`src/rtl/mem_arbiter_rr.sv`:
```
// Round-robin arbiter granting four cores access to one shared memory port.
// Each transaction runs IDLE -> BUSY (until mem_ready) -> RESP (done pulse).
module mem_arbiter_rr #(
    parameter int NCORE = 4,
    parameter int AW    = 32,
    parameter int DW    = 32
) (
    input  logic                clk,
    input  logic                reset,
    input  logic [NCORE-1:0]    core_req,
    input  logic [NCORE-1:0]    core_we,
    input  logic [NCORE*AW-1:0] core_addr,
    input  logic [NCORE*DW-1:0] core_wdata,
    output logic [NCORE-1:0]    core_done,
    output logic [DW-1:0]       core_rdata,
    output logic                mem_req,
    output logic                mem_we,
    output logic [AW-1:0]       mem_addr,
    output logic [DW-1:0]       mem_wdata,
    input  logic [DW-1:0]       mem_rdata,
    input  logic                mem_ready,
    output logic [1:0]          grant_id,
    output logic                busy
);

    typedef enum logic [1:0] {
        IDLE = 2'd0,
        BUSY = 2'd1,
        RESP = 2'd2
    } state_t;

    state_t     state;
    state_t     state_nxt;
    logic [1:0] rr_ptr;
    logic [1:0] win;
    logic [1:0] idx;
    logic       any_req;

    // Scan downwards so the candidate closest to rr_ptr is written last.
    always_comb begin
        win     = rr_ptr;
        idx     = '0;
        any_req = |core_req;
        for (int k = NCORE - 1; k >= 0; k--) begin
            idx = rr_ptr + 2'(k);
            if (core_req[idx]) begin
                win = idx;
            end
        end
    end

    always_ff @(posedge clk or negedge reset) begin
        if (!reset) begin
            state <= IDLE;
        end else begin
            state <= state_nxt;
        end
    end

    always_comb begin
        state_nxt = state;
        core_done = '0;
        mem_req   = 1'b0;
        busy      = 1'b1;
        unique case (state)
            IDLE: begin
                busy = 1'b0;
                if (any_req) begin
                    state_nxt = BUSY;
                end
            end
            BUSY: begin
                mem_req = 1'b1;
                if (mem_ready) begin
                    state_nxt = RESP;
                end
            end
            RESP: begin
                core_done[grant_id] = 1'b1;
                state_nxt           = IDLE;
            end
            default: begin
                state_nxt = IDLE;
            end
        endcase
    end

    always_ff @(posedge clk or negedge reset) begin
        if (!reset) begin
            rr_ptr     <= '0;
            grant_id   <= '0;
            mem_we     <= 1'b0;
            mem_addr   <= '0;
            mem_wdata  <= '0;
            core_rdata <= '0;
        end else begin
            if (state == IDLE && any_req) begin
                grant_id  <= win;
                rr_ptr    <= win + 2'd1;
                mem_we    <= core_we[win];
                mem_addr  <= core_addr[win*AW +: AW];
                mem_wdata <= core_wdata[win*DW +: DW];
            end
            if (state == BUSY && mem_ready) begin
                core_rdata <= mem_rdata;
            end
        end
    end

endmodule

```
`config.mk`:
```
export PLATFORM = sky130hd
export DESIGN_NAME = mem_arbiter_rr
export DESIGN_NICKNAME = d
export VERILOG_FILES = /design/src/rtl/mem_arbiter_rr.sv
export SDC_FILE = /design/constraint.sdc
export NUM_CORES = 1
export LEC_CHECK = 0
export ABC_CLOCK_PERIOD_IN_PS = 4000
export CORE_AREA = 2 2 156 158
export DETAILED_ROUTE_END_ITERATION = 12
export DIE_AREA = 0 0 158 160
export PLACE_DENSITY_LB_ADDON = 0.12
export REMOVE_ABC_BUFFERS = 1
export SKIP_CTS_REPAIR_TIMING = 1
export SYNTH_ARGS = -nofsm -noshare
export SYNTH_HDL_FRONTEND = slang
export SYNTH_SLANG_ARGS = --single-unit
```
`constraint.sdc`:
```
create_clock -name clk -period 4 [get_ports clk]
set_clock_uncertainty 0.1 [all_clocks]
set_input_delay 0.8 -clock clk [delete_from_list [all_inputs] [get_ports clk]]
set_output_delay 0.8 -clock clk [all_outputs]
set_load 0.02 [all_outputs]
```
==> metrics.log <==
[metrics] DRC violation count after routing: 0
[metrics] Critical Path RT: roughly 4100 ps
[metrics] final worst-path cycle share: 75.03%
[metrics] largest net degree at the start of global routing: 67
[metrics] final weighted congestion of routability-driven global placement: 0.7560
[metrics] top fanout value on the critical path: 66
[metrics] vias in the first global route: 6343
[metrics] final setup vio count: 0
[metrics] share of final-layout standard cells stronger than drive strength 1: 9.820%
[metrics] element type at the critical path end: flip-flop
[metrics] utilization after layout: ~45%
[metrics] register-to-register setup slack: between 1500 and 2000 ps
[metrics] share of total power consumed by net switching: between 40 and 50%
[metrics] maximum count of clock buffers along a single path: 2
[metrics] DRT antenna net count: 0
[metrics] signal arrival time at the worst endpoint: 3100 ps
[metrics] final non-filler cell total: 1322
[metrics] Clk Latency, worst-skew pair: about 350 ps
[metrics] remaining global-route overflow: 0
[metrics] first-pass GRT wire length: roughly 37000 µm
[metrics] Root Driver: sky130_fd_sc_hd__clkbuf_16
[metrics] max-capacitance violation count: 0
[metrics] DRC marker count from the first detailed-route iteration: 207
[metrics] sequential share of the synthesized area: 42.15%
[metrics] peak supply drop: 0.2312 mV
[metrics] relative contribution of the clock network to total power: 13.1%
[metrics] number of synthesized flops with an enable pin: 0
[metrics] transition time at the pin with the least slew margin: between 1000 and 1500 ps
[metrics] leading cell type in the layout, fill and taps excluded: sky130_fd_sc_hd__clkdlybuf4s50_1
[metrics] async set-or-reset flop fraction in the synthesized netlist: 100.0%
[metrics] post-synthesis register bit count: 103
[metrics] Worst path slowest cell: sky130_fd_sc_hd__clkdlybuf4s50_1
[metrics] clock-pin slew on the worst setup and hold paths: around 80 ps
[metrics] TritonCTS clock tree: yes
[metrics] TritonCTS Buffers: 9
[metrics] count of unique library cells instantiated by Yosys: 28
[metrics] RSZ-0062 raised after global routing: false
[metrics] Max stage delay on crit path: 550 ps
[metrics] Via-to-Cell Ratio: 4.715
[metrics] Final Worst Setup Slack: 998.6 ps
[metrics] H-tree lvl count: 3
[metrics] Max transition margin: 32.59%
[metrics] Sinks on Clock Net: ~100
[metrics] number of buffers added on ports: 403
[metrics] total routing usage reported by global routing: 19.24%
[metrics] areal power density over the cells: 670.3 nW/µm²
[metrics] per-instance average area after synthesis: 9.752 µm²
[metrics] top cell type's share of synthesized area: between 40% and 50%
[metrics] die span in y: between 150 and 200 µm
[metrics] class of the tightest hold or removal check: in2async
[metrics] start point of the critical path: core_req[3]
[metrics] portion of total power attributed to sequential cells: 25.9%
[metrics] antenna violations before repair: 0
[metrics] number of cell instances on the worst register-to-register path: 5
[metrics] Post-Syn Instances: 627
[metrics] Logic pwr share: 61.0%
[metrics] Layout fillers: approximately 2400
[metrics] ordered cell list for the critical path: clkdlybuf4s50_1 -> and3b_1 -> or4_1 -> a21o_4 -> a211oi_1 -> a211oi_1
[metrics] I/O Pins: 404
[metrics] most frequent cell on the critical path: sky130_fd_sc_hd__a211oi_1
[metrics] minimum setup slack after placement: 673.1 ps
[metrics] Site Rows: 57
[metrics] status: finished clean
[metrics] end of the worst register-to-register path: mem_wdata[15]$_DFFE_PN0P_
[metrics] die outline width: 158 µm
[metrics] die area: 25280 µm²
[metrics] Setup Crit Path Kind: in2reg
[metrics] number of warning messages in the yosys log: 0
[metrics] HPWL after detailed placement: between 15000 and 20000 µm
[metrics] Initial Util: 25.67%
[metrics] switching power of the nets: 3.112 mW
[metrics] Final nets: 1293
[metrics] Total Routed Length: 24960 µm
[metrics] Synth area leader: sky130_fd_sc_hd__dfrtp_1
[metrics] termination of the worst setup path: mem_wdata[15]$_DFFE_PN0P_
[metrics] origin of the critical flop-to-flop path: rr_ptr[1]$_DFFE_PN0P_
[metrics] post-detailed-route wirelength per cell: 18.88 µm
[metrics] main area contributors after synthesis: sky130_fd_sc_hd__dfrtp_1, sky130_fd_sc_hd__a211oi_1, sky130_fd_sc_hd__mux2i_1
[metrics] vias: 6233
[metrics] number of instances in the placed design: between 1000 and 1500
[metrics] Final Max Slew Viols: 0
[metrics] Final min period: 3001 ps
[metrics] Pre-antenna DRT Iters: 4
[metrics] Synth Flop Type: sky130_fd_sc_hd__dfrtp_1
[metrics] TNS Setup: 0 ps
[metrics] count of antenna diodes in the layout: 0
[metrics] area growth from synthesis to layout: 76.14%
[metrics] CORE AREA: roughly 24000 µm²
[metrics] final hold violation count: 0
[metrics] Post-Syn Area: 6115 µm²
[metrics] Highest Clock Rate: about 330 MHz
[metrics] kind of start point of the critical path: primary input
[metrics] Pleak: 4.348 nW
[metrics] leading cell types in the layout, fill and taps excluded: sky130_fd_sc_hd__clkdlybuf4s50_1, sky130_fd_sc_hd__dfrtp_1, sky130_fd_sc_hd__a211oi_1
[metrics] Cell Int Power: roughly 4 mW
[synth_stat cells (2+ instances only)]
library cell / n
sky130_fd_sc_hd__inv_1: 67
sky130_fd_sc_hd__o21ai_0: 3
sky130_fd_sc_hd__clkbuf_1: 33
sky130_fd_sc_hd__mux2_2: 32
sky130_fd_sc_hd__buf_6: 5
sky130_fd_sc_hd__a21oi_1: 2
sky130_fd_sc_hd__buf_1: 4
sky130_fd_sc_hd__a211oi_2: 29
sky130_fd_sc_hd__buf_2: 17
sky130_fd_sc_hd__a21o_1: 2
sky130_fd_sc_hd__and3_1: 2
sky130_fd_sc_hd__nor2_1: 71
sky130_fd_sc_hd__mux2i_1: 65
sky130_fd_sc_hd__a211oi_1: 101
sky130_fd_sc_hd__nand2_1: 10
sky130_fd_sc_hd__a31oi_1: 65
sky130_fd_sc_hd__dfrtp_1: 103
sky130_fd_sc_hd__nor2b_1: 6
[power by group through the flow]
stage	Combinational (mW)	Sequential, mW	Clock (mW)
after floorplan	1.86	2.48	0
after global placement	4.46	1.87	0
after detailed placement	4.47	1.89	0
after CTS	4.48	1.88	0.985
after global routing	4.73	1.94	1.02
final	4.41	1.87	0.946
[worst min path at each step]
stage	slack [ps]	end	start
final	370	core_rdata[11]$_DFFE_PN0P_	reset
after global routing	420	core_rdata[19]$_DFFE_PN0P_	core_rdata[19]$_DFFE_PN0P_
after CTS	400	core_rdata[17]$_DFFE_PN0P_	reset
after detailed placement	390	core_rdata[10]$_DFFE_PN0P_	core_rdata[10]$_DFFE_PN0P_
after global placement	390	core_rdata[29]$_DFFE_PN0P_	core_rdata[29]$_DFFE_PN0P_
after floorplan	400	core_rdata[0]$_DFFE_PN0P_	reset
[per-layer routing]
layer / wire length, µm / track usage [%]
met1: 9927 / 22.65
met2: 12450 / 34.03
met3: 2154 / 5.427
met4: 427 / 5.201
met5: 0 / 0
[worst max-delay path: cells and delay by family]
kind	cells	cell delay, ps
buffers and inverters	1	550
and+or+nand+nor	2	700
AOI/OAI and AO/OA	3	950
[kinds of logic (layout without fill, tap and decap cells)]
family	after synthesis	in the layout	synth area share [%]
compound gates	205	205	25.99
buf+inv	127	498	8.819
flops	103	103	42.15
mux	97	97	16.53
simple gates	94	94	6.364
xor+xnor	1	1	0.1433
[flip-flops by register name, summed over array words and instances, names as in the netlist]
| register | count |
|---|---|
| grant_id | 2 |
| mem_addr | 32 |
| rr_ptr | 2 |
| mem_wdata | 32 |
| mem_we | 1 |
| state | 2 |
| core_rdata | 32 |
[per-stage QoR]
stage                     cell area (µm²)  hold slack, ps  power (mW)
after global routing                10770           420.0       7.695
after global placement              10470           386.7       6.333
after CTS                           10770           395.9       7.342
final                               10770           370.1       7.219
after detailed placement            10470           391.5       6.367
after floorplan                      5827           404.4       4.340
[final cells by class]
class	instances	area (µm²)	share of cell area [%]
Sequential cell	103	2577	23.93
Timing Repair Buffer	416	4179	38.80
Tap cell	324	405.4	3.764
Clock buffer	9	225.2	2.091
Inverter	67	251.5	2.335
Clock inverter	6	78.83	0.7319
Multi-Input combinational cell	397	3053	28.35
Power figures use the tool's default switching activity.
